**src/rtl/vram_slot_arbiter_pkg.sv**
```systemverilog
// Shared types for the VRAM slot arbiter: bus widths, access owner and FSM state encodings.
package vram_pkg;

    localparam int VRAM_AW = 16;
    localparam int VRAM_DW = 8;

    typedef enum logic [1:0] {
        OWN_NONE = 2'd0,
        OWN_VID  = 2'd1,
        OWN_CPU  = 2'd2
    } owner_t;

    typedef logic [1:0] state_t;

    localparam state_t S_IDLE   = 2'd0;
    localparam state_t S_ACCESS = 2'd1;
    localparam state_t S_DONE   = 2'd2;

endpackage

```
**src/rtl/vram_slot_arbiter_if.sv**
```systemverilog
// Video fetch, CPU and VRAM bus bundle; the arbiter is the slave, requesters and RAM form the master side.
interface vram_slot_arbiter_if
    import vram_pkg::*;
#(
    parameter int AW = VRAM_AW,
    parameter int DW = VRAM_DW
);

    logic          VID_REQ;
    logic [AW-1:0] VID_ADDR;
    logic [DW-1:0] VID_DATA;
    logic          VID_ACK;

    logic          CPU_REQ;
    logic          CPU_WE;
    logic [AW-1:0] CPU_ADDR;
    logic [DW-1:0] CPU_DIN;
    logic [DW-1:0] CPU_DOUT;
    logic          CPU_ACK;

    logic [AW-1:0] RAM_ADDR;
    logic [DW-1:0] RAM_DOUT;
    logic [DW-1:0] RAM_DIN;
    logic          RAM_CE;
    logic          RAM_WE;

    modport slave (
        input  VID_REQ, VID_ADDR, CPU_REQ, CPU_WE, CPU_ADDR, CPU_DIN, RAM_DIN,
        output VID_DATA, VID_ACK, CPU_DOUT, CPU_ACK, RAM_ADDR, RAM_DOUT, RAM_CE, RAM_WE
    );

    modport master (
        output VID_REQ, VID_ADDR, CPU_REQ, CPU_WE, CPU_ADDR, CPU_DIN, RAM_DIN,
        input  VID_DATA, VID_ACK, CPU_DOUT, CPU_ACK, RAM_ADDR, RAM_DOUT, RAM_CE, RAM_WE
    );

endinterface

```
**src/rtl/vram_slot_arbiter_prio.sv**
```systemverilog
// Combinational slot owner decision: video first in active display, CPU first in blanking or when starved.
module vram_slot_prio
    import vram_pkg::*;
#(
    parameter int STARVE_MAX = 8
)
(
    input  logic       vid_req,
    input  logic       cpu_req,
    input  logic       blank,
    input  logic [3:0] starve_cnt,
    output owner_t     owner
);

    logic starve_hit;

    // Without the starve guard the count is tied to zero, so this never fires.
    assign starve_hit = int'(starve_cnt) >= STARVE_MAX;

    always_comb begin
        owner = OWN_NONE;
        if (vid_req && cpu_req) begin
            owner = (blank || starve_hit) ? OWN_CPU : OWN_VID;
        end else if (vid_req) begin
            owner = OWN_VID;
        end else if (cpu_req) begin
            owner = OWN_CPU;
        end
    end

endmodule

```
**src/rtl/vram_slot_arbiter.sv**
```systemverilog
// Single-port VRAM slot arbiter between video fetch and CPU, one access per pixel-enable slot.
// Define VRAM_CPU_STARVE_GUARD_EN to force a CPU grant after STARVE_MAX denied slots.
//
// state    | meaning
// S_IDLE   | waiting for a PCLK_EN slot with a pending request
// S_ACCESS | RAM_CE issued, counting RAM_LAT cycles to read data
// S_DONE   | owner's ACK high for this cycle, back to idle next
module vram_slot_arbiter
    import vram_pkg::*;
#(
    parameter int AW         = VRAM_AW,
    parameter int DW         = VRAM_DW,
    parameter int RAM_LAT    = 2,
    parameter int STARVE_MAX = 8
)
(
    input  logic MCLK,
    input  logic RST_N,
    input  logic PCLK_EN,
    input  logic HBLK,
    input  logic VBLK,
    vram_slot_arbiter_if.slave bus
);

    state_t     state;
    owner_t     owner;
    owner_t     grant;
    logic [1:0] lat_cnt;
    logic       we_q;
    logic [3:0] starve_cnt;
    logic       arb;

    assign arb = (state == S_IDLE) && PCLK_EN;

    vram_slot_prio #(
        .STARVE_MAX (STARVE_MAX)
    ) u_prio (
        .vid_req    (bus.VID_REQ),
        .cpu_req    (bus.CPU_REQ),
        .blank      (HBLK | VBLK),
        .starve_cnt (starve_cnt),
        .owner      (grant)
    );

`ifdef VRAM_CPU_STARVE_GUARD_EN
    always_ff @(posedge MCLK or negedge RST_N) begin
        if (!RST_N) begin
            starve_cnt <= '0;
        end else if (!bus.CPU_REQ) begin
            starve_cnt <= '0;
        end else if (arb) begin
            if (grant == OWN_CPU) begin
                starve_cnt <= '0;
            end else if (grant == OWN_VID && starve_cnt != 4'hF) begin
                starve_cnt <= starve_cnt + 4'd1;
            end
        end
    end
`else
    assign starve_cnt = '0;
`endif

    always_ff @(posedge MCLK or negedge RST_N) begin
        if (!RST_N) begin
            state        <= S_IDLE;
            owner        <= OWN_NONE;
            lat_cnt      <= '0;
            we_q         <= 1'b0;
            bus.RAM_CE   <= 1'b0;
            bus.RAM_WE   <= 1'b0;
            bus.RAM_ADDR <= '0;
            bus.RAM_DOUT <= '0;
            bus.VID_DATA <= '0;
            bus.CPU_DOUT <= '0;
            bus.VID_ACK  <= 1'b0;
            bus.CPU_ACK  <= 1'b0;
        end else begin
            bus.RAM_CE  <= 1'b0;
            bus.RAM_WE  <= 1'b0;
            bus.VID_ACK <= 1'b0;
            bus.CPU_ACK <= 1'b0;
            case (state)
                S_IDLE: begin
                    if (arb && grant != OWN_NONE) begin
                        owner      <= grant;
                        state      <= S_ACCESS;
                        lat_cnt    <= 2'(RAM_LAT - 1);
                        bus.RAM_CE <= 1'b1;
                        if (grant == OWN_CPU) begin
                            bus.RAM_ADDR <= bus.CPU_ADDR;
                            bus.RAM_DOUT <= bus.CPU_DIN;
                            bus.RAM_WE   <= bus.CPU_WE;
                            we_q         <= bus.CPU_WE;
                        end else begin
                            bus.RAM_ADDR <= bus.VID_ADDR;
                            we_q         <= 1'b0;
                        end
                    end
                end
                S_ACCESS: begin
                    if (lat_cnt == 2'd0) begin
                        if (!we_q && owner == OWN_VID) begin
                            bus.VID_DATA <= bus.RAM_DIN;
                        end
                        if (!we_q && owner == OWN_CPU) begin
                            bus.CPU_DOUT <= bus.RAM_DIN;
                        end
                        bus.VID_ACK <= (owner == OWN_VID);
                        bus.CPU_ACK <= (owner == OWN_CPU);
                        state       <= S_DONE;
                    end else begin
                        lat_cnt <= lat_cnt - 2'd1;
                    end
                end
                S_DONE: begin
                    owner <= OWN_NONE;
                    state <= S_IDLE;
                end
                default: begin
                    owner <= OWN_NONE;
                    state <= S_IDLE;
                end
            endcase
        end
    end

endmodule

```
**src/flat_wrapper.sv**
```systemverilog
// flat-port wrapper written by rule: the top's interface ports become plain ports
module vram_slot_arbiter_flat import vram_pkg::*;
#(
    parameter int AW         = VRAM_AW,
    parameter int DW         = VRAM_DW,
    parameter int RAM_LAT    = 2,
    parameter int STARVE_MAX = 8
)
  (MCLK, RST_N, PCLK_EN, HBLK, VBLK, bus_VID_REQ, bus_VID_ADDR, bus_CPU_REQ, bus_CPU_WE, bus_CPU_ADDR, bus_CPU_DIN, bus_RAM_DIN, bus_VID_DATA, bus_VID_ACK, bus_CPU_DOUT, bus_CPU_ACK, bus_RAM_ADDR, bus_RAM_DOUT, bus_RAM_CE, bus_RAM_WE);
  vram_slot_arbiter_if #(.AW(AW), .DW(DW)) bus_i ();
  input  logic MCLK;
  input  logic RST_N;
  input  logic PCLK_EN;
  input  logic HBLK;
  input  logic VBLK;
  input wire logic [$bits(bus_i.VID_REQ)-1:0] bus_VID_REQ;
  input wire logic [$bits(bus_i.VID_ADDR)-1:0] bus_VID_ADDR;
  input wire logic [$bits(bus_i.CPU_REQ)-1:0] bus_CPU_REQ;
  input wire logic [$bits(bus_i.CPU_WE)-1:0] bus_CPU_WE;
  input wire logic [$bits(bus_i.CPU_ADDR)-1:0] bus_CPU_ADDR;
  input wire logic [$bits(bus_i.CPU_DIN)-1:0] bus_CPU_DIN;
  input wire logic [$bits(bus_i.RAM_DIN)-1:0] bus_RAM_DIN;
  output wire logic [$bits(bus_i.VID_DATA)-1:0] bus_VID_DATA;
  output wire logic [$bits(bus_i.VID_ACK)-1:0] bus_VID_ACK;
  output wire logic [$bits(bus_i.CPU_DOUT)-1:0] bus_CPU_DOUT;
  output wire logic [$bits(bus_i.CPU_ACK)-1:0] bus_CPU_ACK;
  output wire logic [$bits(bus_i.RAM_ADDR)-1:0] bus_RAM_ADDR;
  output wire logic [$bits(bus_i.RAM_DOUT)-1:0] bus_RAM_DOUT;
  output wire logic [$bits(bus_i.RAM_CE)-1:0] bus_RAM_CE;
  output wire logic [$bits(bus_i.RAM_WE)-1:0] bus_RAM_WE;
  assign bus_i.VID_REQ = bus_VID_REQ;
  assign bus_i.VID_ADDR = bus_VID_ADDR;
  assign bus_i.CPU_REQ = bus_CPU_REQ;
  assign bus_i.CPU_WE = bus_CPU_WE;
  assign bus_i.CPU_ADDR = bus_CPU_ADDR;
  assign bus_i.CPU_DIN = bus_CPU_DIN;
  assign bus_i.RAM_DIN = bus_RAM_DIN;
  assign bus_VID_DATA = bus_i.VID_DATA;
  assign bus_VID_ACK = bus_i.VID_ACK;
  assign bus_CPU_DOUT = bus_i.CPU_DOUT;
  assign bus_CPU_ACK = bus_i.CPU_ACK;
  assign bus_RAM_ADDR = bus_i.RAM_ADDR;
  assign bus_RAM_DOUT = bus_i.RAM_DOUT;
  assign bus_RAM_CE = bus_i.RAM_CE;
  assign bus_RAM_WE = bus_i.RAM_WE;
  vram_slot_arbiter #(.AW(AW), .DW(DW), .RAM_LAT(RAM_LAT), .STARVE_MAX(STARVE_MAX)) u_core (.MCLK(MCLK), .RST_N(RST_N), .PCLK_EN(PCLK_EN), .HBLK(HBLK), .VBLK(VBLK), .bus(bus_i));
endmodule
```
**config.mk**
```make
export PLATFORM = sky130hd
export DESIGN_NAME = vram_slot_arbiter_flat
export DESIGN_NICKNAME = d
export VERILOG_FILES = /design/src/rtl/vram_slot_arbiter_pkg.sv /design/src/rtl/vram_slot_arbiter_if.sv /design/src/rtl/vram_slot_arbiter_prio.sv /design/src/rtl/vram_slot_arbiter.sv /design/src/flat_wrapper.sv
export SDC_FILE = /design/constraint.sdc
export NUM_CORES = 1
export LEC_CHECK = 0
export CAP_MARGIN = 20
export CORE_MARGIN = 2
export CORE_UTILIZATION = 36
export DETAILED_ROUTE_END_ITERATION = 6
export PLACE_DENSITY = 0.7
export REMOVE_ABC_BUFFERS = 1
export SLEW_MARGIN = 25
export SYNTH_ARGS = -nofsm -noshare
export SYNTH_HDL_FRONTEND = slang
export SYNTH_SLANG_ARGS = --single-unit
```
**constraint.sdc**
```tcl
create_clock -name MCLK -period 1.8 [get_ports MCLK]
set_input_delay 0.18 -clock MCLK [delete_from_list [all_inputs] [get_ports MCLK]]
set_output_delay 0.18 -clock MCLK [all_outputs]
set_load 0.02 [all_outputs]
```
==> flow_summary.json <==
{
  "slew-limit-headroom_pct": 61.9,
  "drtIter0Drc": 75,
  "clock-skew-final_ns": 0.0110,
  "synth_cells": 186,
  "vdd_ir_drop_max_mv": 0.879,
  "power_frac_seq_pct": 35.5,
  "status": "finished clean",
  "crit_path_start_kind": "flop",
  "post-dp-hpwl_mm": 4.15,
  "timing.rr.start": "u_core.lat_cnt[0]$_DFFE_PN0P_",
  "rows": 28,
  "ios": 100,
  "rr_endpoint": "u_core.bus.VID_DATA[7]$_DFFE_PN0P_",
  "die_h_um": 83.6,
  "place_congestion": 0.772,
  "critPathKind": "flop to flop",
  "ant_nets": 0,
  "clk_latency_ns": 0.31,
  "reg2reg_depth": 6,
  "drt_first_pass_iters": 4,
  "dieArea_sq_um": 6980,
  "cts_buffer_depth": 2,
  "grt_use_total_pct": 16.2,
  "cp_max_fo": 8,
  "async_flop_share_pct": 100,
  "wirelength_mm": 5.74,
  "rsz0062_at_grt": "false",
  "nets": 349,
  "remaining_drc_errors": 0,
  "min_path_type": "input pin to async pin",
  "synth-edff-count": 0,
  "gr-total-overflow": 0,
  "r2r_slack_ns": 0.09,
  "worst_slew_pin_slew_ns": 0.572,
  "path_cells": "inv_1 > ha_4 > nand3b_4 > or3_1 > buf_4 > mux2_4",
  "die_w_um": 83.6,
  "drive_gt1_share_pct": 18.4,
  "grt_pass1_vias": 1803,
  "use_met1_pct": 21.9,
  "cts-root-buf": "clkbuf_8",
  "pwr-share-clk_pct": 14.0,
  "cp-end-kind": "flop",
  "comb_power_share_pct": 50.5,
  "syn_area_per_cell_sq_um": 12.2,
  "syn_to_final_growth_pct": 54.7,
  "p_int_mw": 3.66,
  "post_drt_wl_per_cell_um": 15.6,
  "setup-tns-final_ns": 0,
  "grt_max_degree": 28,
  "synth-seq-cells": 51,
  "via_count": 1858,
  "critPathMaxStageDelay_ns": 0.39,
  "crit_required_ns": 1.99,
  "yosysWarnings": 0,
  "setup_violations": 0,
  "synthFlopType": "dfrtp_1",
  "cp.arrival_ns": 1.90,
  "cpMaxStageDelayCell": "dfrtp_1",
  "total_power_mw": 5.64,
  "use_met3_pct": 5.24,
  "antenna_cells": 0,
  "final_cells": 368,
  "seq_area_frac_synth_pct": 56.0,
  "p_per_area_nw_per_um2": 1600,
  "port_buffers": 99,
  "drv_slew": 0,
  "antenna_found_initial": 0,
  "grt_pass1_wl_mm": 9.11,
  "syn-cell-area_sq_um": 2280,
  "core_area_sq_um": 6030,
  "drv_cap": 0,
  "hold_viol": 0,
  "timing.fmax_ghz": 0.583,
  "postPlaceCellArea_sq_um": 3390,
  "fin_area_sq_um": 3520,
  "power.leakage_nw": 1.56,
  "synth_cell_types": 31,
  "swShare_pct": 35.2,
  "vias_per_cell": 5.05,
  "cts_num_sinks": 51,
  "dp.cells": 359,
  "grt.busiest_layer": "met2",
  "met2_usage_pct": 25.3,
  "switchingPower_mw": 1.98,
  "numCtsBuffers": 5,
  "timing.final.crit_share_pct": 95.3,
  "clk_pin_slew_ns": 0.10,
  "initial_core_util_pct": 37.8,
  "htree_levels": 2,
  "tritoncts": "built",
  "endpoint": "u_core.bus.VID_DATA[7]$_DFFE_PN0P_",
  "cp-startpoint": "u_core.lat_cnt[0]$_DFFE_PN0P_",
  "nFillCells": 526,
  "period_needed_ns": 1.71
}
## layer usage
layer	part of all wire, %	wire (um)	vias up
met3	6.5	376	9
met4	1.2	68	0
met1	45	2590	895
met5	0	0	-
li1	-	-	879
met2	47	2710	75
## power by group through the flow
| stage | Clock (mW) | Combinational (mW) | Sequential [mW] |
|---|---|---|---|
| global placement | 0 | 2.78 | 2.01 |
| floorplan | 0 | 0.920 | 2.57 |
| finish | 0.791 | 2.85 | 2.00 |
| detailed placement | 0 | 2.83 | 2.03 |
| global route | 0.869 | 3.01 | 2.08 |
| CTS | 0.811 | 2.84 | 2.01 |
## sequential cells by signal, indices dropped and copies added, names as in the netlist
signal and flops:
u_core.bus.RAM_WE 1, u_core.bus.RAM_DOUT 8, u_core.bus.RAM_ADDR 16, u_core.bus.CPU_DOUT 8
u_core.we_q 1, u_core.bus.VID_ACK 1, u_core.owner 2, u_core.state 2
u_core.bus.VID_DATA 8, u_core.lat_cnt 2, u_core.bus.RAM_CE 1, u_core.bus.CPU_ACK 1
## cells in the mapped netlist, drive strengths merged, types with 3 or more instances
cell | count | area (sq um)
o21ai | 17 | 85.1
buf | 9 | 60.1
dfrtp | 51 | 1280
clkbuf | 4 | 15.0
nand3 | 17 | 90.1
inv | 6 | 22.5
nand2 | 3 | 13.8
a31oi | 16 | 100
mux2 | 24 | 357
nor2 | 5 | 18.8
a21oi | 18 | 90.1
nand2b | 4 | 25.0
## cells by family after synthesis
family                     synth area share, %
AOI/OAI and AO/OA                         12.7
DFF                                       56.0
and+or+nand+nor                           10.3
muxes                                     16.1
buffers and inverters                     4.28
adders and majority gates                0.549
## through the flow
stage	util [%]	worst slack, ns	hold slack [ns]
6_report	58.5	0.0852	0.388
5_1_grt	58.5	0.00651	0.422
4_1_cts	58.2	0.0412	0.411
3_5_place_dp	56.2	-0.0630	0.209
3_3_place_gp	56.2	-0.0308	0.198
2_1_floorplan	-	-0.00894	-0.116
## placed cells by master, fill, tap and decap left out, drive strengths merged
master / instances
mux2i: 1
nand3: 17
nand2: 3
buf: 13
a21oi: 18
inv: 6
o22ai: 1
nor2: 5
clkinv: 2
nand3b: 1
o21ai: 17
ha: 1
or2: 1
nor3b: 2
dfrtp: 51
mux2: 24
dlygate4sd3: 1
clkbuf: 5
o2bb2ai: 1
nand2b: 4
or3: 2
a31oi: 16
bufinv: 1
clkdlybuf4s50: 98
or3b: 2
## worst min path at each step
stage                                    endpoint  start  slack, ns  depth (start not counted)
6_report       u_core.bus.CPU_DOUT[6]$_DFFE_PN0P_  RST_N       0.39                          2
5_1_grt        u_core.bus.CPU_DOUT[2]$_DFFE_PN0P_  RST_N       0.42                          2
4_1_cts        u_core.bus.CPU_DOUT[2]$_DFFE_PN0P_  RST_N       0.41                          2
3_5_place_dp   u_core.bus.CPU_DOUT[2]$_DFFE_PN0P_  RST_N       0.21                          1
3_3_place_gp   u_core.bus.CPU_DOUT[2]$_DFFE_PN0P_  RST_N       0.20                          1
2_1_floorplan        u_core.bus.CPU_ACK$_DFF_PN0_  RST_N      -0.12                          0
## area by class of cell
type / count / area (sq um) / area share [%]
Timing Repair Buffer: 112 / 1100 / 31.3
Inverter: 6 / 22.5 / 0.639
Tap cell: 75 / 93.8 / 2.66
Clock inverter: 3 / 43.8 / 1.24
Multi-Input combinational cell: 116 / 917 / 26.0
Clock buffer: 5 / 68.8 / 1.95
Sequential cell: 51 / 1280 / 36.2
## critical path: cells and delay by family, from the launching register on
family,cells,cell delay (ns)
buffers and inverters,2,0.31
and+or+nand+nor,2,0.44
muxes,1,0.30
DFF,1,0.39
adders and majority gates,1,0.16
## repair_timing
action                                  4_1_cts  5_1_grt
hold buffers                                  1        0
resized for setup                             0        3
setup buffers                                 0        0
endpoints found under the hold margin        24        0
endpoints found under the setup margin        0       16
Power figures use the tool's default switching activity.
